===== config.mk =====
export PLATFORM = sky130hd
export DESIGN_NAME = verificador_respuesta
export DESIGN_NICKNAME = d
export VERILOG_FILES = /design/src/rtl/verificador_respuesta.sv
export SDC_FILE = /design/constraint.sdc
export NUM_CORES = 1
export LEC_CHECK = 0
export BUFFER_PORTS_ARGS = -buffer_cell sky130_fd_sc_hd__buf_4
export CAP_MARGIN = 40
export CORE_MARGIN = 8
export CORE_UTILIZATION = 58
export DETAILED_ROUTE_END_ITERATION = 8
export PLACE_DENSITY_LB_ADDON = 0.05
export SKIP_LAST_GASP = 1
export SYNTH_ARGS = -nofsm -noshare
export SYNTH_HDL_FRONTEND = slang
export SYNTH_SLANG_ARGS = --single-unit

===== constraint.sdc =====
create_clock -name clk -period 5.91 [get_ports clk]
set_clock_uncertainty 0.15 [all_clocks]
set_input_delay 0.2955 -clock clk [delete_from_list [all_inputs] [get_ports clk]]
set_output_delay 0.2955 -clock clk [all_outputs]
set_load 0.03 [all_outputs]

===== src/rtl/verificador_respuesta.sv =====
// verificador_respuesta: sweeps 2-input vectors, waits SETTLE cycles, checks outF against TRUTH; define CHECKER_CAPTURE_EN to capture observed F into obs_map
module verificador_respuesta #(
  parameter logic [3:0] TRUTH = 4'b0110,
  parameter int SETTLE = 2
) (
  input  logic       clk,
  input  logic       rst,
  input  logic       start,
  input  logic       vec_valid,
  input  logic       inA,
  input  logic       inB,
  input  logic       outF,
  output logic       busy,
  output logic       done,
  output logic       pass,
  output logic [2:0] err_count,
  output logic [3:0] seen_mask,
  output logic [3:0] obs_map
);
  typedef enum logic [2:0] {S_IDLE, S_ARM, S_SETTLE, S_SAMPLE, S_DONE} state_t;
  state_t state, nextState;
  logic [1:0] vecQ;
  logic [3:0] cnt, seenNext;
  logic [2:0] errNext;
  logic clearRun, latchVec;
  always_ff @(posedge clk or posedge rst)
    if (rst) state <= S_IDLE;
    else state <= nextState;
  always_comb begin
    nextState = state;
    seenNext = seen_mask | (4'b0001 << vecQ);
    errNext = (outF != TRUTH[vecQ]) && (err_count != 3'd4) ? err_count + 3'd1 : err_count;
    clearRun = (state == S_IDLE || state == S_DONE) && start;
    latchVec = (state == S_ARM && vec_valid && !seen_mask[{inA, inB}]) || (state == S_SETTLE && vec_valid);
    case (state)
      S_IDLE, S_DONE: nextState = start ? S_ARM : state;
      S_ARM:          nextState = latchVec ? S_SETTLE : S_ARM;
      S_SETTLE:       nextState = !vec_valid && cnt == 4'd0 ? S_SAMPLE : S_SETTLE;
      S_SAMPLE:       nextState = seenNext == 4'hF ? S_DONE : S_ARM;
      default:        nextState = S_IDLE;
    endcase
  end
  // status flags are registered from the next state so no input reaches an output combinationally
  always_ff @(posedge clk or posedge rst)
    if (rst) begin
      busy <= 1'b0;
      done <= 1'b0;
      pass <= 1'b0;
      err_count <= '0;
      seen_mask <= '0;
      vecQ <= '0;
      cnt <= '0;
    end else begin
      busy <= nextState == S_ARM || nextState == S_SETTLE || nextState == S_SAMPLE;
      done <= nextState == S_DONE;
      if (clearRun) begin
        err_count <= '0;
        seen_mask <= '0;
        pass <= 1'b0;
      end
      if (latchVec) begin
        vecQ <= {inA, inB};
        cnt <= 4'(SETTLE - 1);
      end else if (state == S_SETTLE && cnt != 4'd0) cnt <= cnt - 4'd1;
      if (state == S_SAMPLE) begin
        err_count <= errNext;
        seen_mask <= seenNext;
        if (seenNext == 4'hF) pass <= errNext == 3'd0;
      end
    end
`ifdef CHECKER_CAPTURE_EN
  always_ff @(posedge clk or posedge rst)
    if (rst) obs_map <= '0;
    else if (clearRun) obs_map <= '0;
    else if (state == S_SAMPLE) obs_map[vecQ] <= outF;
`else
  assign obs_map = '0;
`endif
endmodule

==> impl_metrics.csv <==
group,metric,value,unit
logic_synthesis,yosysWarnings,0,
timing,whs,0.1631,ns
floorplanning,coreArea,1962,um^2
timing,fin_crit_sh,35.48,%
power_and_ir_drop,comb_power_share,51.3,%
floorplanning,initial_core_util,60.97,%
power_and_ir_drop,p_leak,0.6560,nW
setup_path,regToRegSetupSlack,3.81,ns
setup_path,cp-endpoint,"pass",
timing,max_freq,0.4769,GHz
placement,gp_congestion,0.8709,
logic_synthesis,ys_seq_area_share,39.75,%
layout,regArea,475.5,um^2
logic_synthesis,synth.distinct_cells,41,
setup_path,crit_required,5.95,ns
grt,grt_pass1_wl,4146,um
hold_path,hp-start,"start",
setup_path,end_kind,"flop",
logic_synthesis,avgSynthCellArea,9.201,um^2
cts,cts.sinks,19,
layout,insertedDiodeCount,0,
logic_synthesis,synth_top_area_cell,"dfrtp_1",
power_and_ir_drop,seqPwrFrac,38.1,%
power_and_ir_drop,switchingPower,0.2794,mW
setup_path,slowest_stage,"dfrtp_1",
grt,overflow,0,
placement,place_hpwl,1794,um
timing,relSlewSlack,51.71,%
layout,syn2layout_area_growth,12.87,%
timing,finalSetupViolations,0,
timing,slew_viol_final,0,
power_and_ir_drop,p_int,0.3367,mW
detailed_routing,wl,2382,um
setup_path,reg2reg_to,"pass",
flow_run,maxCapViolations,0,
grt,grt_max_degree,20,
cts,cts_max_level,1,
power_and_ir_drop,ir_drop,266.4,uV
timing,tns,0,ns
grt,antenna_found_initial,0,
cts,ctsResizeCount,0,
setup_path,cp.buffers_inverters,1,
detailed_routing,drtPass1Iterations,4,
cts,clkLatencyLatePin,0.29,ns
logic_synthesis,syn_inst,130,
floorplanning,die_area,3771,um^2
setup_path,critical_path.top_delay_family,"flip-flops",
setup_path,crit_type,"flop to flop",
floorplanning,dieHeight,61.41,um
setup_path,cp-start-kind,"flop",
detailed_routing,routedWlPerCell,13.77,um
cts,cts_tree,"built",
setup_path,startpoint,"vecQ[0]",
hold_path,hp-class,"primary input to flop",
layout,fill_cells,163,
cts,clk_path_buf_depth,2,
setup_path,slowest_delay,0.46,ns
floorplanning,rows,16,
timing,hold_viol_final,0,
power_and_ir_drop,total_power,0.6161,mW
logic_synthesis,syn-cell-area,1196,um^2
setup_path,crit_cells,6,
detailed_routing,ant_nets,0,
detailed_routing,vias,975,
hold_path,whs_path_depth,3,
cts,cts_made_buffers,3,
logic_synthesis,ys_seq_elements,19,
placement,place_worst_setup_slack,3.826,ns
timing,grt_setup_unrepaired,"false",
placement,io_buffers,16,
logic_synthesis,synthTopCellsByArea,"dfrtp_1 (40%), ha_1 (7.3%), a21oi_1 (4.6%), nor2_1 (4.4%), inv_1 (3.8%)",
timing,tightest_slew,0.7236,ns
floorplanning,fp.dieW,61.41,um
layout,multiInputGateArea,639.4,um^2
cts,cts_setup_buffers,0,
setup_path,r2r_start,"vecQ[0]",
grt,grt_pass1_vias,923,
setup_path,r2r.worst_path.cells,6,
detailed_routing,vias_per_cell,5.636,
cts,path_clk_slew,0.10,ns
cts,clock-root-buffer,"clkbuf_4",
outcome,status,"completed",
timing,min_period,2.097,ns
layout,drive_gt1_share,17.12,%
timing,layout_setup_ws,3.813,ns
setup_path,worstPathCellList,"inv_1 -> ha_1 -> xnor2_1 -> nand2b_1 -> mux2_2 -> o41ai_1",
logic_synthesis,yosysTopAreaCellShare,39.75,%
setup_path,critPathArrivalTime,2.14,ns
setup_path,cp_max_fo,6,
floorplanning,io_pins,21,
power_and_ir_drop,sw_frac_of_total,45.35,%
power_and_ir_drop,clkPwrFrac,10.5,%
layout,fin_util,68.81,%
grt,grt_usage,14.57,%
detailed_routing,drc,0,
detailed_routing,drtIter0Drc,30,
layout,nNetsFinal,161,
power_and_ir_drop,p_per_area,456.3,nW/um^2
-- power groups by stage --
stage	clock network [mW]	registers [mW]	logic (mW)
after floorplan	0	0.244	0.228
after global placement	0	0.234	0.311
after detailed placement	0	0.237	0.316
after CTS	0.0677	0.234	0.319
after global routing	0.0731	0.245	0.356
final	0.0650	0.235	0.316
-- placed cells by master, fill, tap and decap left out, types with 2 or more instances in the layout --
cell type	n
dfrtp_1	19
buf_4	16
nor2_1	14
inv_1	12
a21oi_1	11
ha_1	7
nand2b_1	6
nand2_1	5
conb_1	4
nor2b_1	3
mux2i_1	3
o22ai_1	3
o21a_1	3
nor3b_1	3
clkbuf_4	3
xnor2_1	2
nand3_1	2
or4_1	2
mux2_2	2
o21ai_0	2
nor3_1	2
a31oi_1	2
-- metrics by stage --
step	cell area, um^2	std cells
finish	1350	173
global placement	1314	168
detailed placement	1314	168
global route	1350	173
floorplan	1207	133
CTS	1350	173
-- cell families (layout without fill, tap and decap cells) --
group / Yosys count / count (layout) / synth area share [%]
multiplexers: 6 / 6 / 6.276
adder cells (fa/ha/maj): 7 / 7 / 7.322
AND/OR/NAND/NOR: 44 / 44 / 19.88
flip-flops: 19 / 19 / 39.75
buffers and inverters: 20 / 33 / 7.741
XOR/XNOR: 3 / 3 / 2.197
other: 1 / 4 / 0.3135
AO/OA/AOI/OAI: 30 / 30 / 16.53
-- area by class of cell --
cell class / instances / share of cell area, %
Multi-Input combinational cell: 94 / 47.36
Timing Repair Buffer: 17 / 9.639
Tap cell: 27 / 2.502
Inverter: 12 / 3.336
Clock buffer: 4 / 1.946
Sequential cell: 19 / 35.22
-- routing by layer --
layer  wire length, um  global-route usage (%)  vias up
li1                  -                       -      479
met1              1132                   19.09      472
met2              1109                   22.24       20
met3               103                   2.714        4
met4                37                   7.468        0
met5                 0                       0        -
-- worst min-delay path by stage --
stage	end
2_1_floorplan	busy
3_3_place_gp	done
3_5_place_dp	done
4_1_cts	state[2]
5_1_grt	done
6_report	state[2]
-- registers in the layout, indices dropped and copies added (netlist names) --
| register | cells |
|---|---|
| cnt | 4 |
| seen_mask | 4 |
| err_count | 3 |
| state | 3 |
| vecQ | 2 |
| busy | 1 |
| done | 1 |
| pass | 1 |
-- tightest hold or removal path, stage by stage --
cell and delay, ns:
buf_4 0.10, o22ai_1 0.08, o21a_1 0.10
-- timing repair --
item,CTS,global route
endpoints found under the setup margin,0,0
hold endpoints to repair,19,0
hold buffers,1,0
-- cell usage after synthesis --
master	instances
dfrtp_1	19
nor2_1	14
inv_1	12
a21oi_1	11
ha_1	7
nand2b_1	6
nand2_1	5
buf_4	4
mux2i_1	3
nor2b_1	3
nor3b_1	3
o21a_1	3
o22ai_1	3
a31oi_1	2
buf_2	2
clkbuf_1	2
mux2_2	2
nand3_1	2
nor3_1	2
o21ai_0	2
or4_1	2
xnor2_1	2
a211oi_1	1
a21oi_2	1
a31o_2	1
and2_1	1
and3_1	1
and4b_1	1
conb_1	1
mux4_2	1
nor4_1	1
o211ai_1	1
o221ai_1	1
o22a_1	1
o32ai_1	1
o41a_1	1
o41ai_1	1
or3_1	1
or3b_1	1
or3b_2	1
xor2_1	1
No activity file was read; power rests on OpenSTA's default activity.
